===== src/rtl/route_sched_pkg.sv =====
// Shared constants and types for the route scheduler and its destination FIFO.
package route_sched_pkg;

  localparam int unsigned ID_W  = 6;
  localparam int unsigned OP_W  = 2;
  localparam int unsigned CMD_W = OP_W + ID_W;

  localparam logic [OP_W-1:0] OP_GO   = 2'b01;
  localparam logic [OP_W-1:0] OP_STOP = 2'b00;

  typedef enum logic [2:0] {
    IDLE,
    ISSUE,
    WAIT_ST,
    TRANSIT,
    DWELL
  } state_t;

  typedef struct packed {
    logic [OP_W-1:0] op;
    logic [ID_W-1:0] dest;
  } cmd_t;

  // Build a command word from opcode and destination.
  function automatic cmd_t mk_cmd(input logic [OP_W-1:0] op, input logic [ID_W-1:0] dest);
    cmd_t c;
    c.op   = op;
    c.dest = dest;
    return c;
  endfunction

endpackage


===== src/rtl/route_fifo.sv =====
// Destination-ID FIFO with flush and single-entry tail retract.
// Push is accepted when not full or when a pop happens in the same cycle.
module route_fifo
  import route_sched_pkg::*;
#(
  parameter int unsigned DEPTH = 8
) (
  input  logic                   i_clk,
  input  logic                   i_rst,
  input  logic                   i_flush,
  input  logic                   i_push,
  input  logic [ID_W-1:0]        i_data,
  input  logic                   i_pop,
  input  logic                   i_retract,
  output logic [ID_W-1:0]        o_head,
  output logic                   o_full,
  output logic                   o_empty,
  output logic [$clog2(DEPTH):0] o_count
);

  localparam int unsigned PTR_W = $clog2(DEPTH);
  localparam int unsigned CNT_W = PTR_W + 1;

  logic [ID_W-1:0]  r_mem [DEPTH];
  logic [PTR_W-1:0] r_wr_ptr;
  logic [PTR_W-1:0] r_rd_ptr;
  logic [CNT_W-1:0] r_count;
  logic             r_full;
  logic             r_empty;
  logic [CNT_W-1:0] w_count_nxt;
  logic             w_pop;
  logic             w_push;
  logic             w_retract;

  assign w_pop     = i_pop && !r_empty;
  assign w_push    = i_push && (!r_full || w_pop);
  assign w_retract = i_retract && !r_empty && !w_push && !w_pop;

  always_comb begin
    w_count_nxt = r_count;
    if (i_flush) begin
      w_count_nxt = '0;
    end else if (w_push && !w_pop) begin
      w_count_nxt = r_count + CNT_W'(1);
    end else if ((w_pop && !w_push) || w_retract) begin
      w_count_nxt = r_count - CNT_W'(1);
    end
  end

  // Pointers wrap naturally since DEPTH is a power of two.
  always_ff @(posedge i_clk or posedge i_rst) begin
    if (i_rst) begin
      r_wr_ptr <= '0;
      r_rd_ptr <= '0;
      r_count  <= '0;
      r_full   <= 1'b0;
      r_empty  <= 1'b1;
    end else begin
      r_count <= w_count_nxt;
      r_full  <= (w_count_nxt == CNT_W'(DEPTH));
      r_empty <= (w_count_nxt == '0);
      if (i_flush) begin
        r_wr_ptr <= '0;
        r_rd_ptr <= '0;
      end else begin
        if (w_push) begin
          r_wr_ptr <= r_wr_ptr + PTR_W'(1);
        end else if (w_retract) begin
          r_wr_ptr <= r_wr_ptr - PTR_W'(1);
        end
        if (w_pop) begin
          r_rd_ptr <= r_rd_ptr + PTR_W'(1);
        end
      end
    end
  end

  always_ff @(posedge i_clk) begin
    if (w_push && !i_flush) begin
      r_mem[r_wr_ptr] <= i_data;
    end
  end

  assign o_head  = r_mem[r_rd_ptr];
  assign o_full  = r_full;
  assign o_empty = r_empty;
  assign o_count = r_count;

endmodule


===== src/rtl/route_sched.sv =====
// Destination scheduler: queues station IDs, issues GO/STOP commands, tracks departure/arrival.
// Optional ROUTE_LOOP_EN: popped entries are re-pushed at the tail (a host push in that cycle is dropped).
module route_sched
  import route_sched_pkg::*;
#(
  parameter int unsigned DEPTH     = 8,
  parameter int unsigned DWELL_CYC = 1000,
  parameter int unsigned START_TO  = 255
) (
  input  logic                   i_clk,
  input  logic                   i_rst,
  input  logic                   i_push,
  input  logic [ID_W-1:0]        i_push_id,
  input  logic                   i_abort,
  output logic                   o_full,
  output logic [$clog2(DEPTH):0] o_count,
  output logic [CMD_W-1:0]       o_cmd,
  output logic                   o_cmd_rdy,
  input  logic                   i_clr_cmd_rdy,
  input  logic                   i_in_transit,
  output logic                   o_busy,
  output logic                   o_arrived,
  output logic [ID_W-1:0]        o_arr_id,
  output logic                   o_err
);

  localparam int unsigned TMR_MAX = (DWELL_CYC > START_TO) ? DWELL_CYC : START_TO;
  localparam int unsigned TMR_W   = $clog2(TMR_MAX + 1);

  state_t          r_state;
  cmd_t            r_cmd;
  logic            r_cmd_rdy;
  logic            r_arrived;
  logic            r_err;
  logic [ID_W-1:0] r_arr_id;
  logic [ID_W-1:0] r_cur_id;
  logic [TMR_W-1:0] r_timer;
  logic            r_in_transit_q;

  logic            w_empty;
  logic [ID_W-1:0] w_head;
  logic            w_pop;
  logic            w_abort_take;
  logic            w_fall;
  logic            w_start_to;
  logic            w_dwell_done;
  logic [TMR_W-1:0] w_timer_inc;
  logic            w_fifo_push;
  logic [ID_W-1:0] w_fifo_data;
  logic            w_retract;

  assign w_pop        = (r_state == IDLE) && !i_abort && !w_empty;
  assign w_abort_take = i_abort && !((r_state == ISSUE) && (r_cmd.op == OP_STOP));
  assign w_fall       = r_in_transit_q && !i_in_transit;
  assign w_start_to   = (r_timer == TMR_W'(START_TO - 1));
  assign w_dwell_done = (r_timer == TMR_W'(DWELL_CYC - 1));
  assign w_timer_inc  = (r_timer == '1) ? r_timer : r_timer + TMR_W'(1);

`ifdef ROUTE_LOOP_EN
  // Marks that the FIFO tail is still the entry re-pushed by the last pop.
  logic r_tail_own;

  assign w_retract   = r_tail_own && (r_state == WAIT_ST) && !i_abort && !i_in_transit && w_start_to;
  assign w_fifo_push = w_pop || (i_push && !w_retract);
  assign w_fifo_data = w_pop ? w_head : i_push_id;

  always_ff @(posedge i_clk or posedge i_rst) begin
    if (i_rst) begin
      r_tail_own <= 1'b0;
    end else if (i_abort) begin
      r_tail_own <= 1'b0;
    end else if (w_pop) begin
      r_tail_own <= 1'b1;
    end else if (w_retract || (i_push && !o_full)) begin
      r_tail_own <= 1'b0;
    end
  end
`else
  assign w_retract   = 1'b0;
  assign w_fifo_push = i_push;
  assign w_fifo_data = i_push_id;
`endif

  route_fifo #(
    .DEPTH (DEPTH)
  ) u_fifo (
    .i_clk     (i_clk),
    .i_rst     (i_rst),
    .i_flush   (i_abort),
    .i_push    (w_fifo_push),
    .i_data    (w_fifo_data),
    .i_pop     (w_pop),
    .i_retract (w_retract),
    .o_head    (w_head),
    .o_full    (o_full),
    .o_empty   (w_empty),
    .o_count   (o_count)
  );

  // Scheduler FSM; abort preempts everything except an outstanding STOP.
  always_ff @(posedge i_clk or posedge i_rst) begin
    if (i_rst) begin
      r_state        <= IDLE;
      r_cmd          <= '0;
      r_cmd_rdy      <= 1'b0;
      r_arrived      <= 1'b0;
      r_err          <= 1'b0;
      r_arr_id       <= '0;
      r_cur_id       <= '0;
      r_timer        <= '0;
      r_in_transit_q <= 1'b0;
    end else begin
      r_arrived      <= 1'b0;
      r_err          <= 1'b0;
      r_in_transit_q <= i_in_transit;
      if (w_abort_take) begin
        r_cmd     <= mk_cmd(OP_STOP, '0);
        r_cmd_rdy <= 1'b1;
        r_state   <= ISSUE;
      end else begin
        case (r_state)
          IDLE: begin
            if (w_pop) begin
              r_cur_id  <= w_head;
              r_cmd     <= mk_cmd(OP_GO, w_head);
              r_cmd_rdy <= 1'b1;
              r_state   <= ISSUE;
            end
          end
          ISSUE: begin
            if (i_clr_cmd_rdy) begin
              r_cmd_rdy <= 1'b0;
              r_timer   <= '0;
              r_state   <= (r_cmd.op == OP_GO) ? WAIT_ST : IDLE;
            end
          end
          WAIT_ST: begin
            if (i_in_transit) begin
              r_state <= TRANSIT;
            end else if (w_start_to) begin
              r_err   <= 1'b1;
              r_state <= IDLE;
            end else begin
              r_timer <= w_timer_inc;
            end
          end
          TRANSIT: begin
            if (w_fall) begin
              r_arrived <= 1'b1;
              r_arr_id  <= r_cur_id;
              r_timer   <= '0;
              r_state   <= DWELL;
            end
          end
          DWELL: begin
            if (w_dwell_done) begin
              r_state <= IDLE;
            end else begin
              r_timer <= w_timer_inc;
            end
          end
          default: r_state <= IDLE;
        endcase
      end
    end
  end

  assign o_cmd     = r_cmd;
  assign o_cmd_rdy = r_cmd_rdy;
  assign o_busy    = (r_state != IDLE);
  assign o_arrived = r_arrived;
  assign o_arr_id  = r_arr_id;
  assign o_err     = r_err;

endmodule


===== config.mk =====
export PLATFORM = sky130hd
export DESIGN_NAME = route_sched
export DESIGN_NICKNAME = d
export VERILOG_FILES = /design/src/rtl/route_sched_pkg.sv /design/src/rtl/route_fifo.sv /design/src/rtl/route_sched.sv
export SDC_FILE = /design/constraint.sdc
export NUM_CORES = 1
export LEC_CHECK = 0
export CAP_MARGIN = 20
export CORE_MARGIN = 2
export CORE_UTILIZATION = 45
export CTS_BUF_LIST = sky130_fd_sc_hd__clkbuf_16
export CTS_CLUSTER_DIAMETER = 50
export DETAILED_ROUTE_END_ITERATION = 7
export GPL_ROUTABILITY_DRIVEN = 0
export PLACE_DENSITY = 0.67
export RECOVER_POWER = 50
export SLEW_MARGIN = 5
export SYNTH_ARGS = -nofsm -noshare
export SYNTH_HDL_FRONTEND = slang
export SYNTH_SLANG_ARGS = --single-unit

===== constraint.sdc =====
create_clock -name i_clk -period 2.6 [get_ports i_clk]
set_input_delay 0.78 -clock i_clk [delete_from_list [all_inputs] [get_ports i_clk]]
set_output_delay 0.78 -clock i_clk [all_outputs]
set_load 0.1 [all_outputs]

# Yosys cells after proc, flatten, opt, wreduce, memory -nomap -nowiden
# Memories as Yosys holds them, arrays and structs flattened.
# Cells that the tools add are included.
[word_totals] regBits=49 ram_bits=48 inputBits=12 output_inout_bits=23 word_cells=114 memories=1
[mem_list] name="u_fifo.r_mem" words=8 word_bits=6 rd=1 rd_clocked_by_memory_dff=0 write_ports=1 line="route_fifo.sv:24" source="logic [ID_W-1:0] r_mem [DEPTH];"
[op_classes] n_addsub=5 n_eq_ne=19 n_mux=39 bitwise=1 reduce_logical=34
[op_table] cell="two-way mux 10 bit" count=6
[op_table] cell="case mux 10 bit (4 select lines)" count=1
[op_table] cell="two-way mux 3 bit" count=11
[op_table] cell="two-way mux 8 bit" count=3
[op_table] cell="equality test 10 bit (second input constant)" count=2
[op_table] cell="case mux 3 bit (5 select lines)" count=1
[op_table] cell="two-way mux 1 bit" count=12
[op_table] cell="two-way mux 4 bit" count=3
[op_table] cell="adder 10 x 1 -> 10 bit (second input constant)" count=1
[op_table] cell="equality test 10 x 8 -> 1 bit (second input constant)" count=1
[op_table] cell="logical AND 1 bit" count=10
[op_table] cell="inequality test 2 bit (second input constant)" count=5
[op_table] cell="inequality test 3 bit (second input constant)" count=3
[op_table] cell="AND reduction 3 bit" count=3
[op_table] cell="nonzero test 2 bit" count=4
[op_table] cell="logical NOT 1 bit" count=7
[op_table] cell="AND reduction 7 bit" count=1
[op_table] cell="adder 3 x 1 -> 3 bit (second input constant)" count=2
[op_table] cell="equality test 3 x 2 -> 1 bit (second input constant)" count=2
[op_table] cell="nonzero test 3 bit" count=2
[op_table] cell="AND reduction 5 bit" count=1
[op_table] cell="adder 4 x 1 -> 4 bit (second input constant)" count=1
[op_table] cell="equality test 4 bit (second input constant)" count=1
[op_table] cell="logical NOT 4 bit" count=1
[op_table] cell="other kinds (14)" count=14

# Depth between registers and ports, before layout
# Gate-level depths: netlist of the first run.
[depth] ltp_word=12 mapped_depth=10

# Modules after synthesis
# Synthesis of the first run repeated with hierarchy kept, for this count alone.
[unflattened] hier_cells=331 hier_area_um2=4421.7
[modules_own_cells] module="route_fifo" n_inst=1 cells_per_inst=154 area_each_um2=2578.7
[modules_own_cells] module="route_sched" n_inst=1 cells_per_inst=177 area_each_um2=1843.0

# Least setup slack after synthesis of the first run
# No wires, ideal clock.
[synth_timing] path_type="reg-to-reg" start="register r_state[1]" end="memory u_fifo.r_mem[0][0], enable pin" setup_time_ns=0.377 arrival_ns=2.682 required_time_ns=2.223 path_slack_ns=-0.459 stages_incl_launch_ff=8 path_buffers=2 synth_period_minus_slack_ns=3.059 path_cell_list="dfrtp_1 > buf_6 > buf_2 > or3_1 > nor3_2 > o21ai_2 > or3_1 > nor3_1"
[synth_between] elab_chain_len=9
[synth_lines] element="from (decl)" line="route_sched.sv:30" source="state_t r_state;"
[synth_lines] element="from (signal assigned)" line="route_sched.sv:134" source="r_state <= (r_cmd.op == OP_GO) ? WAIT_ST : IDLE;"
[synth_lines] element="logical NOT 3 bit" line="route_sched.sv:52" source="assign w_pop = (r_state == IDLE) && !i_abort && !w_empty;"
[synth_lines] element="logical AND 1 bit (2 in a row)" line="route_sched.sv:52"
[synth_lines] element="logical AND 1 bit" line="route_fifo.sv:35" source="assign w_pop = i_pop && !r_empty;"
[synth_lines] element="logical OR 1 bit" line="route_fifo.sv:36" source="assign w_push = i_push && (!r_full || w_pop);"
[synth_lines] element="logical AND 1 bit" line="route_fifo.sv:36"
[synth_lines] element="logical AND 1 bit" line="route_fifo.sv:79" source="if (w_push && !i_flush) begin"
[synth_lines] element="two-way mux 1 bit" line="route_fifo.sv:79"
[synth_lines] element="two-way mux 1 bit (not written as such)" line="route_fifo.sv:80" source="r_mem[r_wr_ptr] <= i_data;"
[synth_lines] element="to (decl)" line="route_fifo.sv:24"
# Every way passes these cells.

# Worst setup path in the final report of the first run
[layout_timing] start="input i_abort" end="register r_timer[7]"
[layout_between] elab_chain_len=3
[layout_lines] element="from (decl)" line="route_sched.sv:14" source="input logic i_abort,"
[layout_lines] element="logical AND 1 bit" line="route_sched.sv:53" source="assign w_abort_take = i_abort && !((r_state == ISSUE) && (r_cmd.op == OP_STOP));"
[layout_lines] element="inverter 1 bit (no source line)"
[layout_lines] element="AND reduction 7 bit (no source line)"
[layout_lines] element="to (signal assigned)" line="route_sched.sv:144" source="r_timer <= w_timer_inc;"
[layout_lines] element="to (signal assigned)" line="route_sched.sv:159" source="r_timer <= w_timer_inc;"
[layout_lines] element="to (decl)" line="route_sched.sv:37" source="logic [TMR_W-1:0] r_timer;"
# Every way passes these cells.
# A chain may end at the register's enable or synchronous reset.

==> results of run 1 <==
[through the flow]
stage          setup WS (ps)  area, µm²
3_5_place_dp            -230       4940
4_1_cts                  123       5260
6_report                 146       5240
2_1_floorplan           79.8       4330
5_1_grt                -11.6       5240
3_3_place_gp            -123       4940
[per-layer routing]
layer  vias to the layer above  track usage [%]  share of wire [%]
li1                       1296                -                  -
met1                      1328             23.1                 44
met2                        83             27.7                 49
met3                        11             2.74                4.9
met4                         0             5.54                1.5
met5                         -                0                  0
[logic make-up (layout without fill, tap and decap cells)]
group,Yosys count,in the layout,share of synthesized area [%]
and+or+nand+nor,100,100,12.3
other,1,1,0.0869
AOI/OAI and AO/OA,48,48,8.21
DFF,96,96,61.3
xor gates and xnor gates,14,14,2.84
adders and majority gates,6,6,1.74
buffers and inverters,25,91,2.93
muxes,30,30,10.6
[critical path, cell delays in order]
cell                              delay, ps
sky130_fd_sc_hd__clkdlybuf4s50_1        400
sky130_fd_sc_hd__buf_4                  170
sky130_fd_sc_hd__nor4b_2                220
sky130_fd_sc_hd__a211oi_1               130
sky130_fd_sc_hd__a311oi_4               420
sky130_fd_sc_hd__nand3_4                140
sky130_fd_sc_hd__or3_1                  330
sky130_fd_sc_hd__a21oi_1                140
[power by group through the flow]
stage          sequential, µW  combinational [µW]  clock (µW)
2_1_floorplan            2520                 891           0
3_3_place_gp             1970                1870           0
3_5_place_dp             1980                1890           0
4_1_cts                  1950                1900        1370
5_1_grt                  1980                2020        1430
6_report                 1950                1890        1340
[state kept, by name (all words and copies together) (netlist names), 4 cells and up]
register        cells
r_timer            10
u_fifo.r_mem       48
r_cur_id            6
o_cmd               7
o_arr_id            6
u_fifo.o_count      4
[cells in the final DEF (no fill, tap or decap), drive strengths merged, types with 8 or more instances in the layout]
cell,synthesis,routed
buf,12,45
inv,11,15
nand3,8,8
dfrtp,47,47
nor2,39,39
o21ai,11,11
xor2,8,8
mux4,12,12
edfxtp,48,48
nand2,17,17
mux2i,11,11
clkbuf,2,17
a21oi,14,14
[final timing paths]
kind | from | end | cells past startpoint
setup / recovery | i_abort | r_timer[7]$_DFFE_PP0P_ | 8
setup reg to reg | r_state[0]$_DFFE_PP0P_ | r_timer[7]$_DFFE_PP0P_ | 7
max in group asynchronous | i_rst | u_fifo.r_wr_ptr[2]$_DFFE_PP0P_ | 3
hold reg to reg | r_cur_id[3]$_DFFE_PP0P_ | r_cur_id[3]$_DFFE_PP0P_ | 1
hold / removal | r_cur_id[3]$_DFFE_PP0P_ | r_cur_id[3]$_DFFE_PP0P_ | 1
min in group asynchronous | i_rst | o_arr_id[5]$_DFFE_PP0P_ | 3
[cell type report]
type / count / area share [%]
flip-flops and latches: 96 / 50.5
multi-input cells: 199 / 29.9
repair buffers: 64 / 9.75
well taps: 129 / 3.08
clock inverters: 7 / 1.65
clock buffers: 9 / 4.30
inverters: 11 / 0.789
==> run summary, run 1 <==
Switching Fraction -> 39.8%
Worst-path clk slew -> 80 ps
most numerous cell in the Yosys netlist -> sky130_fd_sc_hd__edfxtp_1
number of distinct library cells after synthesis -> 58
most used standard cells in the synthesized netlist -> sky130_fd_sc_hd__edfxtp_1 (48), sky130_fd_sc_hd__dfrtp_1 (47), sky130_fd_sc_hd__nor2_1 (39)
post-CTS setup buffer count -> 0
min cycle time layout -> 2450 ps
synthesis-to-finish area growth -> 21.3%
area of all sequential standard cells -> 0.00264 mm²
Filler Cell Count -> 777
total global routing overflow -> 0
routed length per placed instance -> 15.6 µm
register-to-register setup slack -> 250 ps
count of endpoints failing setup in the final report -> 0
Clock Tree Buf Depth -> 2
IO Pins -> 35
H-tree depth reported by CTS -> 3
NetSw -> 2060 µW
floorplan die width -> 102 µm
wire length of the first global-routing pass -> 13300 µm
DR DRC count -> 0
most area-hungry cell type in the Yosys netlist -> sky130_fd_sc_hd__edfxtp_1
#FFs+latches synth -> 96
share of the yosys chip area belonging to registers -> 61.3%
highest net fanout along the worst path -> 7
post-synthesis cell area -> 0.00432 mm²
clock latency reported for the late side of the worst-skew pair -> 340 ps
final hold slack -> 488 ps
part of the power in the clock network -> 25.9%
clock root buffer -> sky130_fd_sc_hd__clkbuf_16
power per standard cell area -> 988 mW/mm²
Mapped Avg Cell Area -> 13.5 µm²
number of clock sinks -> 96
internal power -> 3120 µW
antenna violations before repair -> 0
largest net degree at the start of global routing -> 49
starting utilization of the core area -> 46.5%
share of the clock period used by the worst path after layout -> 94.4%
Final Util -> 56.4%
worst-case headroom to the max-slew limit -> 22.6%
number of max-cap violations -> 0
startpoint type of the worst setup path -> input port
drt total wl -> 8050 µm
Ys Warns -> 0
die span in y -> 102 µm
path category of the worst min-delay check -> flip-flop to flip-flop
Die Area -> 0.0104 mm²
combinational cell fraction of total power -> 36.4%
max-slew violation total from the final report -> 0
number of buffers created by CTS -> 9
Multi-input gate area -> 0.00157 mm²
sum of internal, switching and leakage power -> 5170 µW
synthesized instance count -> 320
worst setup skew after layout -> 10.4 ps
CTS hold repair buffers -> 0
fraction of final layout cells sized beyond drive strength 1 -> 26.7%
routed via count -> 2718
EDFF count, synth -> 48
biggest area contributors in the synthesized netlist -> sky130_fd_sc_hd__edfxtp_1 (33%), sky130_fd_sc_hd__dfrtp_1 (27%), sky130_fd_sc_hd__mux4_2 (6.3%)
endpoints failing hold -> 0
number of nets with antenna violations after routing -> 0
number of optimization iterations in the first detailed-route pass -> 4
status -> complete, no violations
number of placement rows -> 35
Critical Path End Type -> flip-flop
via count of the first global-routing pass -> 2580
worst-margin pin slew -> 1160 ps
Total Routing Usage GR -> 16.9%
static leakage power -> 0.00207 µW
arrival time worst endpoint -> 2720 ps
dominant register cell in the synthesized netlist -> sky130_fd_sc_hd__edfxtp_1
core region area -> 0.00928 mm²
maximum frequency from static timing analysis -> 408 MHz
worst-case vdd ir drop -> 458 µV
Via density -> 5.28
number of standard cells in the layout, taps in and fillers out -> 515
PostCTS Resize Cnt -> 0
Synth top area share -> 33.4%
share of flip-flops with an asynchronous set or reset -> 50.0%
Sequential Power Share -> 37.6%
final antenna diode count -> 0
port buffer count -> 33
Final HPWL DP -> 5530 µm
Setup Total Neg Slack -> 0 ps
number of design-rule violations left by the first detailed-router iteration -> 160
worst setup path category -> input port to flip-flop
Critical Path RT -> 2870 ps
clock tree from TritonCTS -> built
net count reported at finish -> 399
net count after synthesis -> 338
placed insts -> 497
No activity file was read; power rests on OpenSTA's default activity.
==> inputs of run 2 (changes only) <==
--- a/config.mk
+++ b/config.mk
@@ -7,12 +7,13 @@
 export LEC_CHECK = 0
 export CAP_MARGIN = 20
 export CORE_MARGIN = 2
-export CORE_UTILIZATION = 45
+export CORE_UTILIZATION = 52
 export CTS_BUF_LIST = sky130_fd_sc_hd__clkbuf_16
 export CTS_CLUSTER_DIAMETER = 50
+export CTS_CLUSTER_SIZE = 8
 export DETAILED_ROUTE_END_ITERATION = 7
 export GPL_ROUTABILITY_DRIVEN = 0
-export PLACE_DENSITY = 0.67
+export PLACE_DENSITY = 0.75
 export RECOVER_POWER = 50
 export SLEW_MARGIN = 5
 export SYNTH_ARGS = -nofsm -noshare
==> run 2 against run 1 <==
  * Critical endpoint unchanged
  * Wire length decreased by 2.5%
  * Worst hold slack improved by 5.9 ps
  * Via count decreased by 0.18%
  * Non-clock buffer count unchanged
==> run summary, run 2 (synthesis gave the netlist of run 1 again) <==
number of clock sinks -> 96
clock latency reported for the late side of the worst-skew pair -> 330 ps
number of placement rows -> 33
Clock Tree Buf Depth -> 2
worst setup skew after layout -> 6.32 ps
worst-case vdd ir drop -> 419 µV
startpoint type of the worst setup path -> input port
endpoints failing hold -> 0
worst slack at placement -> -192 ps
max incr delay on CP -> 410 ps
IO Pins -> 35
count of buffering cells on the critical path with inverters included -> 2
core region area -> 0.00813 mm²
metal3 WL -> 272 µm
clock root buffer -> sky130_fd_sc_hd__clkbuf_16
fraction of final layout cells sized beyond drive strength 1 -> 26.2%
worst-case headroom to the max-slew limit -> 34.9%
placed insts -> 475
number of standard cells in the layout, taps in and fillers out -> 491
via count of the first global-routing pass -> 2549
post-layout worst setup margin -> 148 ps
count of endpoints failing setup in the final report -> 0
arrival time worst endpoint -> 2700 ps
Final Util -> 63.5%
post-CTS setup buffer count -> 0
leading cell type in the layout, fill and taps excluded -> sky130_fd_sc_hd__edfxtp_1
number of nets with antenna violations after routing -> 0
DRT met1 WL -> 3730 µm
routed length per placed instance -> 16.0 µm
Setup Total Neg Slack -> 0 ps
number of design-rule violations left by the first detailed-router iteration -> 140
static leakage power -> 0.00206 µW
floorplan die width -> 95.1 µm
worst-margin pin slew -> 966 ps
final antenna diode count -> 0
drt total wl -> 7850 µm
met2 routed wirelength -> 3750 µm
Largest Register -> u_fifo.r_mem
wire length of the first global-routing pass -> 12900 µm
kind of cell adding the most delay to the critical path -> compound AO/OA/AOI/OAI gates
crit path cell chain -> clkdlybuf4s50_1 -> buf_4 -> nor4b_2 -> a211oi_1 -> a311oi_4 -> nand3_4 -> or3_1 -> a21oi_1
Critical Path End Type -> flip-flop
Final HPWL DP -> 5450 µm
synthesis-to-finish area growth -> 19.8%
Die Area -> 0.00904 mm²
highest-delay cell along the critical path -> sky130_fd_sc_hd__a311oi_4
total global routing overflow -> 0
starting utilization of the core area -> 53.1%
highest-count cells in the layout ignoring fill and taps -> sky130_fd_sc_hd__edfxtp_1 (48), sky130_fd_sc_hd__dfrtp_1 (47), sky130_fd_sc_hd__buf_4 (42)
final hold slack -> 494 ps
net count reported at finish -> 399
RSZ-0062 raised after global routing -> false
Max Used Layer -> met4
number of max-cap violations -> 0
worst setup path category -> input port to flip-flop
status -> complete, no violations
H-tree depth reported by CTS -> 3
die span in y -> 95.1 µm
antenna violations before repair -> 0
routed via count -> 2713
Critical Path RT -> 2850 ps
share of the clock period used by the worst path after layout -> 94.3%
largest net degree at the start of global routing -> 36
path category of the worst min-delay check -> flip-flop to flip-flop
number of optimization iterations in the first detailed-route pass -> 4
highest net fanout along the worst path -> 7
Largest register FFs -> 48
power per standard cell area -> 986 mW/mm²
Worst-path clk slew -> 70 ps
port buffer count -> 33
maximum frequency from static timing analysis -> 408 MHz
max-slew violation total from the final report -> 0
PostCTS Resize Cnt -> 0
clock tree from TritonCTS -> built
DR DRC count -> 0
min cycle time layout -> 2450 ps
Total Routing Usage GR -> 18.9%
CTS hold repair buffers -> 0
Via density -> 5.53
number of buffers created by CTS -> 9
## run 2: through the flow
stage          power (µW)  area, µm²
6_report             5100       5170
5_1_grt              5350       5170
4_1_cts              5170       5220
3_5_place_dp         3880       4930
3_3_place_gp         3840       4930
2_1_floorplan        3410       4330
## run 2: final timing paths
| check | from | endpoint | slack, ps | depth (start not counted) |
|---|---|---|---|---|
| worst max-delay path | i_abort | r_timer[7]$_DFFE_PP0P_ | 150 | 8 |
| worst min-delay path | r_cur_id[3]$_DFFE_PP0P_ | r_cur_id[3]$_DFFE_PP0P_ | 490 | 1 |
| worst max register to register | r_state[1]$_DFFE_PP0P_ | r_timer[7]$_DFFE_PP0P_ | 360 | 7 |
| worst min register to register | r_cur_id[3]$_DFFE_PP0P_ | r_cur_id[3]$_DFFE_PP0P_ | 490 | 1 |
| max in group asynchronous | i_rst | u_fifo.r_wr_ptr[0]$_DFFE_PP0P_ | 450 | 3 |
| min in group asynchronous | i_rst | o_arrived$_DFF_PP0_ | 910 | 2 |
## run 2: layout make-up
type,instances,area (µm²)
sequential,96,2640
clock inverter,7,68.8
tap,105,131
fill,591,2970
inverter,11,41.3
timing repair buffer,64,507
multi-input combinational,199,1550
clock buffer,9,225
## run 2: where the power goes
part | total (µW) | switching [µW] | internal (µW) | leakage [µW]
sequential | 1940 | 162 | 1780 | 0.00106
combinational | 1870 | 1260 | 618 | 0.000856
clock | 1280 | 601 | 677 | 0.000140
## run 2: per-layer routing
layer | global-route usage [%] | vias to the layer above
met5 | 0 | -
met4 | 7.00 | 0
met3 | 3.24 | 10
met2 | 29.2 | 64
met1 | 27.0 | 1337
li1 | - | 1302
==> inputs of run 3 (changes only) <==
--- a/config.mk
+++ b/config.mk
@@ -5,7 +5,6 @@
 export SDC_FILE = /design/constraint.sdc
 export NUM_CORES = 1
 export LEC_CHECK = 0
-export CAP_MARGIN = 20
 export CORE_MARGIN = 2
 export CORE_UTILIZATION = 52
 export CTS_BUF_LIST = sky130_fd_sc_hd__clkbuf_16
@@ -15,6 +14,7 @@
 export GPL_ROUTABILITY_DRIVEN = 0
 export PLACE_DENSITY = 0.75
 export RECOVER_POWER = 50
+export SETUP_SLACK_MARGIN = 0.3
 export SLEW_MARGIN = 5
 export SYNTH_ARGS = -nofsm -noshare
 export SYNTH_HDL_FRONTEND = slang
==> run 3 against run 2 <==
  * Worst hold slack improved by 4.9 ps
  * Utilization increased by 1.2 points
  * Fmax increased by 6.2%
  * Cell count unchanged
  * Highest routed layer unchanged
  * Worst setup slack improved by 140 ps
  * Global-route usage increased by 1.5 points
  * Register-to-register slack got worse by 30 ps
  * Largest power group unchanged
==> run summary, run 3 (synthesis gave the netlist of run 1 again) <==
worst-case headroom to the max-slew limit -> 22.6%
routed length per placed instance -> 16.7 µm
Total Routing Usage GR -> 20.3%
Final Util -> 64.7%
floorplan die width -> 95.1 µm
Critical Path End Type -> primary output
placed insts -> 473
number of standard cells in the layout, taps in and fillers out -> 491
Largest Register -> u_fifo.r_mem
clock root buffer -> sky130_fd_sc_hd__clkbuf_16
combinational cell fraction of total power -> 36.4%
share of the clock period used by the worst path after layout -> 88.8%
starting utilization of the core area -> 53.1%
post-route cell area -> 0.00527 mm²
count of endpoints failing setup in the final report -> 0
H-tree depth reported by CTS -> 3
clock latency reported for the late side of the worst-skew pair -> 350 ps
wire length of the first global-routing pass -> 13800 µm
Switching Fraction -> 39.3%
Largest register FFs -> 48
Via density -> 5.48
worst-margin pin slew -> 1160 ps
worst-case vdd ir drop -> 443 µV
final antenna diode count -> 0
clock tree from TritonCTS -> built
Worst-path clk slew -> 70 ps
routed via count -> 2689
static leakage power -> 0.00209 µW
post-layout worst setup margin -> 292 ps
via count of the first global-routing pass -> 2683
status -> complete, no violations
die span in y -> 95.1 µm
number of nets with antenna violations after routing -> 0
antenna violations before repair -> 0
number of optimization iterations in the first detailed-route pass -> 4
placed instance area -> 0.00493 mm²
Critical Path RT -> 1820 ps
highest net fanout along the worst path -> 6
Sequential Power Share -> 36.9%
number of buffers created by CTS -> 9
worst slack at placement -> -190 ps
port buffer count -> 33
Die Area -> 0.00904 mm²
number of clock sinks -> 96
Final HPWL DP -> 5610 µm
arrival time worst endpoint -> 1530 ps
Clock Tree Buf Depth -> 2
maximum frequency from static timing analysis -> 433 MHz
number of placement rows -> 33
RSZ-0062 raised after global routing -> true
largest net degree at the start of global routing -> 49
DR DRC count -> 0
core region area -> 0.00813 mm²
synthesis-to-finish area growth -> 22.0%
IO Pins -> 35
endpoints failing hold -> 0
Setup Total Neg Slack -> 0 ps
net count reported at finish -> 399
part of the power in the clock network -> 26.7%
max-slew violation total from the final report -> 0
highest-count cells in the layout ignoring fill and taps -> sky130_fd_sc_hd__edfxtp_1 (48), sky130_fd_sc_hd__dfrtp_1 (47), sky130_fd_sc_hd__buf_4 (45)
fraction of final layout cells sized beyond drive strength 1 -> 28.2%
path category of the worst min-delay check -> flip-flop to flip-flop
total global routing overflow -> 0
worst setup path category -> flip-flop to primary output
NetSw -> 2070 µW
CTS hold repair buffers -> 0
leading cell type in the layout, fill and taps excluded -> sky130_fd_sc_hd__edfxtp_1
startpoint type of the worst setup path -> flip-flop
power per standard cell area -> 1000 mW/mm²
drt total wl -> 8220 µm
worst setup skew after layout -> 6.56 ps
internal power -> 3200 µW
number of max-cap violations -> 0
number of design-rule violations left by the first detailed-router iteration -> 77
min cycle time layout -> 2310 ps
==> run 3: path summary, 6_finish.rpt <==
| path | to | slack [ps] | cells past startpoint | start |
|---|---|---|---|---|
| setup / recovery | o_busy | 290 | 2 | r_state[2]$_DFFE_PP0P_ |
| hold / removal | r_cur_id[3]$_DFFE_PP0P_ | 500 | 1 | r_cur_id[3]$_DFFE_PP0P_ |
| min in group asynchronous | r_cur_id[2]$_DFFE_PP0P_ | 1250 | 3 | i_rst |
| max in group asynchronous | u_fifo.o_count[2]$_DFF_PP0_ | 650 | 3 | i_rst |
| setup reg to reg | r_timer[9]$_DFFE_PP0P_ | 330 | 7 | r_state[1]$_DFFE_PP0P_ |
| hold reg to reg | r_cur_id[3]$_DFFE_PP0P_ | 500 | 1 | r_cur_id[3]$_DFFE_PP0P_ |
==> run 3: through the flow <==
stage	power, µW	hold WS, ps
4_1_cts	5300	502
5_1_grt	5530	526
3_5_place_dp	3870	476
2_1_floorplan	3420	458
3_3_place_gp	3820	473
6_report	5270	499
==> run 3: power by group through the flow <==
| stage | logic, µW | clock network (µW) | registers, µW |
|---|---|---|---|
| detailed placement | 1890 | 0 | 1980 |
| CTS | 1930 | 1420 | 1950 |
| floorplan | 905 | 0 | 2520 |
| global route | 2050 | 1500 | 1970 |
| finish | 1920 | 1410 | 1950 |
| global placement | 1860 | 0 | 1970 |
==> run 3: layout make-up <==
class                      instances  area [µm²]
timing repair buffer              64         522
clock inverter                     7        92.6
tap                              105         131
multi-input combinational        199        1610
clock buffer                       9         225
fill                             603        2870
inverter                          11        41.3
sequential                        96        2640
==> run 3: timing repair <==
item                                    in CTS  in global routing
pin swaps                                    6                  1
endpoints found under the setup margin       3                 11
gates resized for setup                      4                  4
buffers inserted                             2                  0
==> run 3: metal layers <==
metal / global-route usage, % / vias up / part of all wire [%]
li1: - / 1302 / -
met1: 27.3 / 1321 / 45
met2: 32.5 / 52 / 49
met3: 5.14 / 14 / 3.6
met4: 6.76 / 0 / 1.7
met5: 0 / - / 0
==> run 3: critical path: stages (launching register included) <==
cell and delay [ps]:
sky130_fd_sc_hd__dfrtp_1 470, sky130_fd_sc_hd__or3_1 500, sky130_fd_sc_hd__buf_12 210
